File: config.mk
export PLATFORM = sky130hd
export DESIGN_NAME = traffic_light_ctrl_flat
export DESIGN_NICKNAME = d
export VERILOG_FILES = /design/src/rtl/traffic_light_if.sv /design/src/rtl/traffic_light_ctrl.sv /design/src/flat_wrapper.sv
export SDC_FILE = /design/constraint.sdc
export NUM_CORES = 1
export LEC_CHECK = 0
export ABC_CLOCK_PERIOD_IN_PS = 2000
export CAP_MARGIN = 20
export CORE_AREA = 2 2 48 50
export DETAILED_ROUTE_END_ITERATION = 8
export DIE_AREA = 0 0 50 52
export PLACE_DENSITY = 0.81
export SYNTH_ARGS = -nofsm -noshare
export SYNTH_HDL_FRONTEND = slang
export SYNTH_SLANG_ARGS = --single-unit
File: constraint.sdc
create_clock -name clk -period 2 [get_ports clk]
set_input_delay 0.5 -clock clk [delete_from_list [all_inputs] [get_ports clk]]
set_output_delay 0.5 -clock clk [all_outputs]
set_load 0.01 [all_outputs]
File: src/rtl/traffic_light_if.sv
// Junction-side signal bundle between the traffic controller and its environment.
// master drives the road/pedestrian inputs; slave is the controller itself.
`timescale 1ns/1ps
interface traffic_light_if;
    localparam int unsigned LIGHT_W = 3;
    localparam int unsigned PHASE_W = 3;

    logic               tick_src;
    logic               car_side;
    logic               ped_req;
    logic [LIGHT_W-1:0] main_light;
    logic [LIGHT_W-1:0] side_light;
    logic               walk;
    logic [PHASE_W-1:0] phase;

    modport master (
        output tick_src, car_side, ped_req,
        input  main_light, side_light, walk, phase
    );

    modport slave (
        input  tick_src, car_side, ped_req,
        output main_light, side_light, walk, phase
    );
endinterface

File: src/rtl/traffic_light_ctrl.sv
// Moore main/side junction controller timed by rising edges of the divider level tick_src.
// Lights and phase decode the state register; walk is registered on SIDE_GREEN entry.
`timescale 1ns/1ps
module traffic_light_ctrl #(
    parameter int unsigned T_MAIN_GREEN = 8,
    parameter int unsigned T_SIDE_GREEN = 5,
    parameter int unsigned T_YELLOW     = 3,
    parameter int unsigned T_ALL_RED    = 1
) (
    input  logic            clk,
    input  logic            rst,
    traffic_light_if.slave  bus
);
    localparam int unsigned CNT_W   = 8;
    localparam int unsigned STATE_W = 3;

    typedef enum logic [STATE_W-1:0] {
        MAIN_GREEN  = 3'd0,
        MAIN_YELLOW = 3'd1,
        ALL_RED_A   = 3'd2,
        SIDE_GREEN  = 3'd3,
        SIDE_YELLOW = 3'd4,
        ALL_RED_B   = 3'd5
    } state_e;

    // Held as plain bits so the unused codes 6/7 stay representable and recoverable.
    logic [STATE_W-1:0] state_q;
    logic [CNT_W-1:0]   cnt_q;
    logic               tick_prev_q;
    logic               ped_pending_q;
    logic               walk_q;

    logic               tick;
    logic               demand;
    logic               state_legal;
    logic [CNT_W-1:0]   cnt_last;
    state_e             seq_next;

    assign tick        = bus.tick_src & ~tick_prev_q;
    assign demand      = bus.car_side | ped_pending_q | bus.ped_req;
    assign state_legal = (state_q <= ALL_RED_B);

    // Last count value of the current phase and the phase that follows it.
    always_comb begin
        cnt_last = '0;
        seq_next = ALL_RED_B;
        case (state_q)
            MAIN_GREEN:  begin cnt_last = CNT_W'(T_MAIN_GREEN - 1); seq_next = MAIN_YELLOW; end
            MAIN_YELLOW: begin cnt_last = CNT_W'(T_YELLOW - 1);     seq_next = ALL_RED_A;   end
            ALL_RED_A:   begin cnt_last = CNT_W'(T_ALL_RED - 1);    seq_next = SIDE_GREEN;  end
            SIDE_GREEN:  begin cnt_last = CNT_W'(T_SIDE_GREEN - 1); seq_next = SIDE_YELLOW; end
            SIDE_YELLOW: begin cnt_last = CNT_W'(T_YELLOW - 1);     seq_next = ALL_RED_B;   end
            ALL_RED_B:   begin cnt_last = CNT_W'(T_ALL_RED - 1);    seq_next = MAIN_GREEN;  end
            default:     begin cnt_last = '0;                       seq_next = ALL_RED_B;   end
        endcase
    end

    always_ff @(posedge clk or posedge rst) begin
        if (rst) begin
            state_q       <= MAIN_GREEN;
            cnt_q         <= '0;
            tick_prev_q   <= 1'b1;
            ped_pending_q <= 1'b0;
            walk_q        <= 1'b0;
        end else begin
            tick_prev_q <= bus.tick_src;
            if (bus.ped_req) begin
                ped_pending_q <= 1'b1;
            end
            if (!state_legal) begin
                state_q <= ALL_RED_B;
                cnt_q   <= '0;
            end else if (tick) begin
                if (cnt_q != cnt_last) begin
                    cnt_q <= cnt_q + CNT_W'(1);
                end else if ((state_q != MAIN_GREEN) || demand) begin
                    state_q <= seq_next;
                    cnt_q   <= '0;
                    // A request on the entry edge itself is served now rather than left pending.
                    if (seq_next == SIDE_GREEN) begin
                        walk_q        <= ped_pending_q | bus.ped_req;
                        ped_pending_q <= 1'b0;
                    end
                    if (state_q == SIDE_GREEN) begin
                        walk_q <= 1'b0;
                    end
                end
            end
        end
    end

    // Light decode as {red, yellow, green}; anything not explicitly green/yellow shows red.
    always_comb begin
        bus.main_light = 3'b100;
        bus.side_light = 3'b100;
        case (state_q)
            MAIN_GREEN:  bus.main_light = 3'b001;
            MAIN_YELLOW: bus.main_light = 3'b010;
            SIDE_GREEN:  bus.side_light = 3'b001;
            SIDE_YELLOW: bus.side_light = 3'b010;
            default:     ;
        endcase
    end

    assign bus.phase = state_q;
    assign bus.walk  = walk_q;

endmodule

File: src/flat_wrapper.sv
// flat-port wrapper written by rule: the top's interface ports become plain ports
module traffic_light_ctrl_flat 
#(
    parameter int unsigned T_MAIN_GREEN = 8,
    parameter int unsigned T_SIDE_GREEN = 5,
    parameter int unsigned T_YELLOW     = 3,
    parameter int unsigned T_ALL_RED    = 1
)
  (clk, rst, bus_tick_src, bus_car_side, bus_ped_req, bus_main_light, bus_side_light, bus_walk, bus_phase);
  traffic_light_if bus_i ();
  input  logic clk;
  input  logic rst;
  input wire logic [$bits(bus_i.tick_src)-1:0] bus_tick_src;
  input wire logic [$bits(bus_i.car_side)-1:0] bus_car_side;
  input wire logic [$bits(bus_i.ped_req)-1:0] bus_ped_req;
  output wire logic [$bits(bus_i.main_light)-1:0] bus_main_light;
  output wire logic [$bits(bus_i.side_light)-1:0] bus_side_light;
  output wire logic [$bits(bus_i.walk)-1:0] bus_walk;
  output wire logic [$bits(bus_i.phase)-1:0] bus_phase;
  assign bus_i.tick_src = bus_tick_src;
  assign bus_i.car_side = bus_car_side;
  assign bus_i.ped_req = bus_ped_req;
  assign bus_main_light = bus_i.main_light;
  assign bus_side_light = bus_i.side_light;
  assign bus_walk = bus_i.walk;
  assign bus_phase = bus_i.phase;
  traffic_light_ctrl #(.T_MAIN_GREEN(T_MAIN_GREEN), .T_SIDE_GREEN(T_SIDE_GREEN), .T_YELLOW(T_YELLOW), .T_ALL_RED(T_ALL_RED)) u_core (.clk(clk), .rst(rst), .bus(bus_i));
endmodule
# After elaboration in Yosys (flattened, before gate mapping)
# Cells that the tools add are included.
# Widths: inputs -> output; s select.
[totals]
register_bits = 14
latchBits = 0
ram_bits = 0
mem_bits_ro = 0
elab_cells = 52
n_memories = 0
[classes]
addsub = 1
n_mul = 0
div_mod_pow = 0
order_cmp = 1
n_eq_ne = 11
shift = 0
muxes = 20
bitwise_logic = 6
reduce_logical = 8
[ops]
columns = ["operator", "count"]
rows = [
  ["$mux 8", 4],
  ["$pmux 3 s5", 1],
  ["$mux 3", 4],
  ["$pmux 3 s2", 2],
  ["$eq 3x2->1 const B", 3],
  ["$pmux 3 s3", 1],
  ["$add 8x1->8 const B", 1],
  ["$mux 1", 8],
  ["$ne 8x3->1", 1],
  ["$eq 3x3->1 const B", 2],
  ["$reduce_and 5->1", 1],
  ["$ne 2x2->1 const B", 2],
  ["$eq 3x1->1 const B", 1],
  ["$le 3x3->1 const B", 1],
  ["$logic_not 3->1", 1],
  ["$ne 3x3->1 const B", 1],
  ["$or 1x1->1", 3],
  ["$reduce_and 3->1", 1],
  ["$reduce_bool 3->1", 1],
  ["$ne 2x1->1 const B", 1],
  ["$not 1->1", 2],
  ["$reduce_and 2->1", 1],
  ["$reduce_bool 2->1", 1],
  ["$reduce_or 2->1", 1],
  ["2 further kinds", 2],
]

# Logic depth before layout (Yosys ltp)
# Gate-level depths: netlist (run 1).
[depth]
ltp_word = 8
mapped_depth = 7
mapped_depth_nobuf = 6

# Least setup slack after synthesis (run 1)
# Ideal clock, no wire load.
[synth_path]
path_kind = "register to register"
start = "register u_core.cnt_q[2]"
end = "register u_core.walk_q, in the netlist u_core.bus.walk"
setup_ns = 0.127
t_arrival_ns = 1.779
slack_ns = 0.093
stages_incl_launch_ff = 7
path_buffers = 1
cell_sequence = "dfrtp_1 > buf_6 > nor2b_1 > o31ai_1 > nand3_1 > and4bb_2 > mux2_1"
[synth_between]
elab_chain_cells = 3
[synth_rtl]
columns = ["element", "line", "text"]
rows = [
  ["from (decl)", "traffic_light_ctrl.sv:28", "logic [CNT_W-1:0] cnt_q;"],
  ["from (signal assigned)", "traffic_light_ctrl.sv:75", "cnt_q <= cnt_q + CNT_W'(1);"],
  ["$ne 8x3->1", "traffic_light_ctrl.sv:74", "if (cnt_q != cnt_last) begin"],
  ["$not 1->1 (no source line)", "--", ""],
  ["$reduce_and 5->1 (no source line)", "--", ""],
  ["to (signal assigned)", "traffic_light_ctrl.sv:81", "walk_q <= ped_pending_q | bus.ped_req;"],
  ["to (decl)", "traffic_light_ctrl.sv:31", "logic walk_q;"],
]
# Every way passes these cells.
# A chain may end at the register's enable or synchronous reset.

# Worst setup path after layout (run 1)
[layout_path]
start = "register u_core.state_q[2], in the netlist u_core.bus.phase[2]"
end = "output bus_main_light[0]"
[layout_between]
elab_chain_cells = 2
word_cells_on_any_way = 3
classes_between = "eq/ne: 1; mux: 1; reduce/logical: 1"
[layout_rtl]
columns = ["element", "line", "text"]
rows = [
  ["from (decl)", "traffic_light_ctrl.sv:27", "logic [STATE_W-1:0] state_q;"],
  ["from (signal assigned)", "traffic_light_ctrl.sv:77", "state_q <= seq_next;"],
  ["$eq 3x1->1 / $logic_not 3->1 (equally long branches)", "traffic_light_ctrl.sv:96", "case (state_q)"],
  ["$pmux 3 s2 *", "traffic_light_ctrl.sv:96", ""],
  ["to (decl)", "flat_wrapper.sv:16", "output wire logic [$bits(bus_i.main_light)-1:0] bus_main_light;"],
]
# Every way passes the cells marked *; elsewhere a longest branch is shown, timed or not.

==> impl_metrics.py, run 1 <==
metrics = {
    "outcome": {
        "outcome": "finished, final reports clean",
    },
    "power": {
        "p_leak_nw": 0.509,
        "pwr-share-comb_pct": 20.7,
        "p_sw_mw": 0.209,
        "power.density_nw_per_um2": 594,
        "pwr-share-seq_pct": 49.5,
        "p_sw_share_pct": 29.8,
        "p_clk_share_pct": 29.8,
        "vdd_drop_max_mv": 0.565,
        "intPower_mw": 0.491,
    },
    "critical_path": {
        "cp_data_arrival_time_ns": 1.43,
        "crit_chain": "or2_2, nor2_1, dlygate4sd2_1",
        "path_class": "reg2out",
        "critPathLaunch": "u_core.bus.phase[2]",
        "critPathMaxStageDelay_ns": 0.41,
        "reg2reg_depth": 5,
        "startpoint_type": "flip-flop",
        "r2r_start": "u_core.cnt_q[4]",
        "cp_max_fo": 4,
        "critPathCapture": "bus_main_light[0]",
        "setup.worst_path.end_class": "output port",
        "worstReg2RegEnd": "u_core.bus.walk",
        "r2r_slack_ns": 0.13,
        "cpMaxStageDelayCell": "dfrtp_1",
        "worst_ep_required_time_ns": 1.50,
    },
    "drt": {
        "drt-wirelength-per-cell_um": 13.8,
        "route.vias.total": 879,
        "finalWirelength_um": 2160,
        "firstDrtPassIters": 4,
        "drc": 0,
        "ant_nets": 0,
        "viasPerCell": 5.60,
        "dr.first_iter.drc_count": 27,
    },
    "final_layout": {
        "fillers": 177,
        "layout_commonest_cell": "dfrtp_1",
        "diodes": 0,
        "multi_input_area_um2": 522,
        "drive_gt1_share_pct": 18.6,
        "final_cell_mix": "dfrtp_1 (11), buf_4 (9), inv_1 (8), o21ai_0 (8), clkdlybuf4s50_1 (8)",
        "design_area_um2": 1180,
        "nets": 136,
        "regArea_um2": 354,
        "synthToLayoutAreaGrowth_pct": 25.5,
    },
    "clock_network": {
        "path_clk_slew_ns": 0.08,
        "h-tree-depth": 1,
        "cts_tree": "done",
        "clockRootBuffer": "clkbuf_4",
        "numCtsBuffers": 3,
        "clockBufferDepth": 2,
        "clkLatencyLatePin_ns": 0.29,
        "clock_sinks": 14,
    },
    "hold_path": {
        "holdCritPathClass": "reg2reg",
    },
    "yosys": {
        "yosysWarnings": 0,
        "syn-num-nets": 114,
        "netlist_instances": 108,
        "ys_ff_latch": 14,
        "synthArstFlopShare_pct": 100,
        "syn_avg_cell_area_um2": 8.69,
        "yosysUniqueCellTypes": 43,
        "synth_edf_count": 0,
        "synth_top_flop_cell": "dfrtp_1",
        "syn-cell-area_um2": 938,
        "synth_seq_area_share_pct": 37.5,
    },
    "global_routing": {
        "antenna_found_initial": 0,
        "grt_usage_pct": 19.3,
        "overflow": 0,
        "grt_max_degree": 15,
        "grt_pass1_vias": 866,
        "grt_pass1_wl_um": 3750,
    },
    "place": {
        "place_congestion": 0.858,
        "placement.cell_area_um2": 1130,
        "numPortBuffers": 14,
        "dp_hpwl_um": 1600,
    },
    "sta": {
        "tightest_slew_ns": 0.525,
        "finalCritPeriodShare_pct": 96.6,
        "fin_skew_ns": 0.00545,
        "fmax_ghz": 0.517,
        "setup_viol": 0,
        "hold_slack_ns": 0.509,
        "rsz0062_at_grt": "no",
        "fin_crit_ns": 1.93,
        "max-slew-margin-rel_pct": 65.0,
        "finalHoldViolCount": 0,
        "slew_viol_final": 0,
    },
    "die": {
        "rows": 17,
        "fp.dieArea_um2": 2600,
        "design.core.area_um2": 2110,
        "start_util_pct": 44.6,
        "pin_count": 15,
        "die_h_um": 52,
        "die_w_um": 50,
    },
    "flow_run": {
        "cap_violations": 0,
    },
}
-- how the worst min path moves through the flow --
stage / from / end / slack [ns] / cells past startpoint
floorplan: rst / u_core.bus.phase[0] / 0.39 / 1
global placement: u_core.bus.walk / u_core.bus.walk / 0.48 / 1
detailed placement: u_core.bus.walk / u_core.bus.walk / 0.49 / 1
CTS: u_core.bus.walk / u_core.bus.walk / 0.52 / 1
global route: u_core.bus.walk / u_core.bus.walk / 0.52 / 1
finish: u_core.bus.walk / u_core.bus.walk / 0.51 / 1
-- what timing repair did --
action	CTS	global route
buffers inserted	1	0
resized for setup	8	3
pin swaps	0	1
endpoints found under the setup margin	7	3
hold buffers	0	0
-- registers in the layout, indices dropped and copies added (netlist names) --
register              cells
u_core.tick_prev_q        1
u_core.bus.phase          3
u_core.cnt_q              8
u_core.ped_pending_q      1
u_core.bus.walk           1
-- cell usage after synthesis, types with 2 or more instances --
master / number / share of area [%]
buf_6: 3 / 3.6
a31oi_1: 4 / 2.7
a21oi_1: 3 / 1.6
and3_1: 2 / 1.3
nor2b_1: 4 / 2.7
inv_1: 8 / 3.2
o21ai_1: 2 / 1.1
or3_1: 3 / 2.0
nor2_1: 5 / 2.0
nand3_1: 6 / 3.2
and2_1: 4 / 2.7
buf_2: 2 / 1.1
nor3_1: 7 / 3.7
o31ai_1: 2 / 1.6
nand2_1: 5 / 2.0
o21ai_0: 8 / 4.3
o211ai_1: 2 / 1.6
dfrtp_1: 13 / 35
-- final cells by class --
type,count,area share [%]
multi-input cells,80,44.3
well taps,28,2.98
inverters,8,2.55
repair buffers,23,17.0
clock buffers,4,3.08
flip-flops and latches,14,30.1
-- metrics by stage --
step | total power [mW] | TNS [ns] | instances | worst slack, ns | utilization (%)
after CTS | 0.695 | 0 | 157 | 0.0736 | 55.5
after global routing | 0.738 | 0 | 157 | 0.00181 | 55.9
after detailed placement | 0.490 | -0.185 | 152 | -0.0672 | 53.5
after global placement | 0.481 | -0.0403 | 152 | -0.0238 | 53.5
final | 0.700 | 0 | 157 | 0.0672 | 55.9
after floorplan | 0.455 | 0 | 108 | 0.0932 | -
-- cells by family (layout without fill, tap and decap cells) --
family / after synthesis / after routing / share of synthesized area, %
compound gates: 28 / 28 / 19.5
fa+ha+maj: 1 / 1 / 1.33
buf+inv: 14 / 35 / 8.27
flops: 14 / 14 / 37.5
mux: 3 / 3 / 3.47
simple gates: 48 / 48 / 30.0
-- routing by layer --
metal	vias to the layer above	wire length (um)	share of wire, %	GRT usage, %
met2	22	1060	49	32.7
li1	438	-	-	-
met3	4	45	2.1	0.862
met4	0	63	2.9	14.4
met1	415	991	46	23.4
met5	-	0	0	0
-- worst max-delay path: cells and delay by family (launching register included) --
| kind | cells | cell delay [ns] |
|---|---|---|
| buffers and inverters | 1 | 0.28 |
| DFF | 1 | 0.41 |
| and+or+nand+nor | 2 | 0.46 |
-- power groups by stage --
stage	clock network (mW)	logic [mW]	registers (mW)
after floorplan	0	0.116	0.339
after global placement	0	0.134	0.348
after detailed placement	0	0.139	0.351
after CTS	0.210	0.140	0.345
after global routing	0.222	0.164	0.352
final	0.209	0.145	0.346
(Power assumes the default switching activity.)
==> run 2: changes to the inputs <==
Settings changed: SKIP_CTS_REPAIR_TIMING set to 1.
==> impl_metrics.py, run 2 (synthesis gave the netlist of run 1 again) <==
metrics = {
    "final_layout": {
        "post-route-util_pct": 58.2,
        "final_cell_mix": "buf_4 (12), dfrtp_1 (11), inv_1 (8), clkdlybuf4s50_1 (8), nor3_1 (7)",
        "layout_commonest_cell": "buf_4",
        "largest_reg_flops": 8,
        "regMostFlops": "u_core.cnt_q",
        "nets": 139,
        "drive_gt1_share_pct": 20.5,
        "synthToLayoutAreaGrowth_pct": 30.7,
        "diodes": 0,
        "design_area_um2": 1230,
    },
    "die": {
        "start_util_pct": 44.6,
        "fp.dieArea_um2": 2600,
        "design.core.area_um2": 2110,
        "rows": 17,
        "pin_count": 15,
        "die_h_um": 52,
        "die_w_um": 50,
    },
    "clock_network": {
        "numCtsBuffers": 3,
        "cts_tree": "done",
        "clockBufferDepth": 2,
        "clockRootBuffer": "clkbuf_4",
        "path_clk_slew_ns": 0.08,
        "h-tree-depth": 1,
        "clkLatencyLatePin_ns": 0.29,
        "clock_sinks": 14,
    },
    "sta": {
        "tightest_slew_ns": 0.519,
        "fmax_ghz": 0.520,
        "hold_slack_ns": 0.512,
        "slew_viol_final": 0,
        "max-slew-margin-rel_pct": 65.4,
        "fin_skew_ns": 0.00508,
        "setup_viol": 0,
        "fin_crit_ns": 1.92,
        "layout_setup_ws_ns": 0.0787,
        "finalCritPeriodShare_pct": 96.1,
        "finalHoldViolCount": 0,
    },
    "power": {
        "p_leak_nw": 0.585,
        "power.density_nw_per_um2": 575,
        "vdd_drop_max_mv": 0.575,
    },
    "global_routing": {
        "grt_max_degree": 15,
        "grt_pass1_vias": 847,
        "grt_pass1_wl_um": 3680,
        "grt_usage_pct": 18.8,
        "overflow": 0,
        "antenna_found_initial": 0,
    },
    "hold_path": {
        "holdCritPathClass": "reg2reg",
        "min_path_cells": 1,
    },
    "place": {
        "place_congestion": 0.858,
        "pre_cts_slack_ns": -0.0672,
        "dp_hpwl_um": 1600,
        "placement.cell_area_um2": 1130,
        "numPortBuffers": 14,
    },
    "critical_path": {
        "setup.worst_path.end_class": "flip-flop",
        "cp_max_fo": 8,
        "path_class": "reg2reg",
        "startpoint_type": "flip-flop",
        "worst_ep_required_time_ns": 2.17,
        "reg2reg_depth": 7,
        "cp_data_arrival_time_ns": 2.09,
    },
    "outcome": {
        "outcome": "finished, final reports clean",
    },
    "drt": {
        "ant_nets": 0,
        "viasPerCell": 5.70,
        "route.vias.total": 912,
        "drt-wirelength-per-cell_um": 14.0,
        "drc": 0,
        "finalWirelength_um": 2240,
        "dr.first_iter.drc_count": 33,
        "firstDrtPassIters": 4,
    },
    "flow_run": {
        "cap_violations": 0,
    },
}
==> run 2: cell types whose count changed in the layout (fill, tap and decap cells not counted), sizes merged <==
cell,previous run,this run
buf,9,12
dlymetal6s2s,0,6
dlygate4sd2,6,0
==> run 2: path summary, 6_finish.rpt <==
check | from | to | slack, ns
worst max-delay path | u_core.bus.phase[1] | u_core.bus.walk | 0.08
worst min-delay path | u_core.bus.walk | u_core.bus.walk | 0.51
worst max register to register | u_core.bus.phase[1] | u_core.bus.walk | 0.08
worst min register to register | u_core.bus.walk | u_core.bus.walk | 0.51
max in group asynchronous | rst | u_core.bus.phase[0] | 1.08
min in group asynchronous | rst | u_core.cnt_q[0] | 0.54
==> run 2: power breakdown <==
part | total, mW | switching [mW] | internal, mW
Combinational | 0.150 | 0.0761 | 0.0737
Clock | 0.210 | 0.0988 | 0.111
Sequential | 0.346 | 0.0362 | 0.310
Total | 0.705 | 0.211 | 0.494
==> run 2: final cells by class <==
| type | count | area (um^2) |
|---|---|---|
| flip-flops and latches | 14 | 354 |
| repair buffers | 26 | 245 |
| fillers | 168 | 880 |
| multi-input cells | 80 | 526 |
| clock buffers | 4 | 36.3 |
| well taps | 28 | 35.0 |
| inverters | 8 | 30.0 |
==> run 2: critical path, cell delays in order, from the launching register on <==
cell      delay [ns]
dfrtp_1         0.41
buf_4           0.15
buf_4           0.15
nor3b_2         0.16
o21ai_1         0.09
and3_4          0.21
and4bb_2        0.32
mux2_1          0.32
==> run 2: routing by layer <==
metal | GRT usage [%] | routed length [um]
met4 | 14.4 | 63
met5 | 0 | 0
met2 | 30.7 | 1100
met1 | 23.6 | 999
met3 | 0.862 | 72
==> run 2: through the flow <==
step                      cells  power [mW]  TNS [ns]
after floorplan             108       0.455         0
final                       160       0.705         0
after global placement      152       0.481   -0.0403
after detailed placement    152       0.490    -0.185
after CTS                   156       0.695    -0.994
after global routing        160       0.745   -0.0295
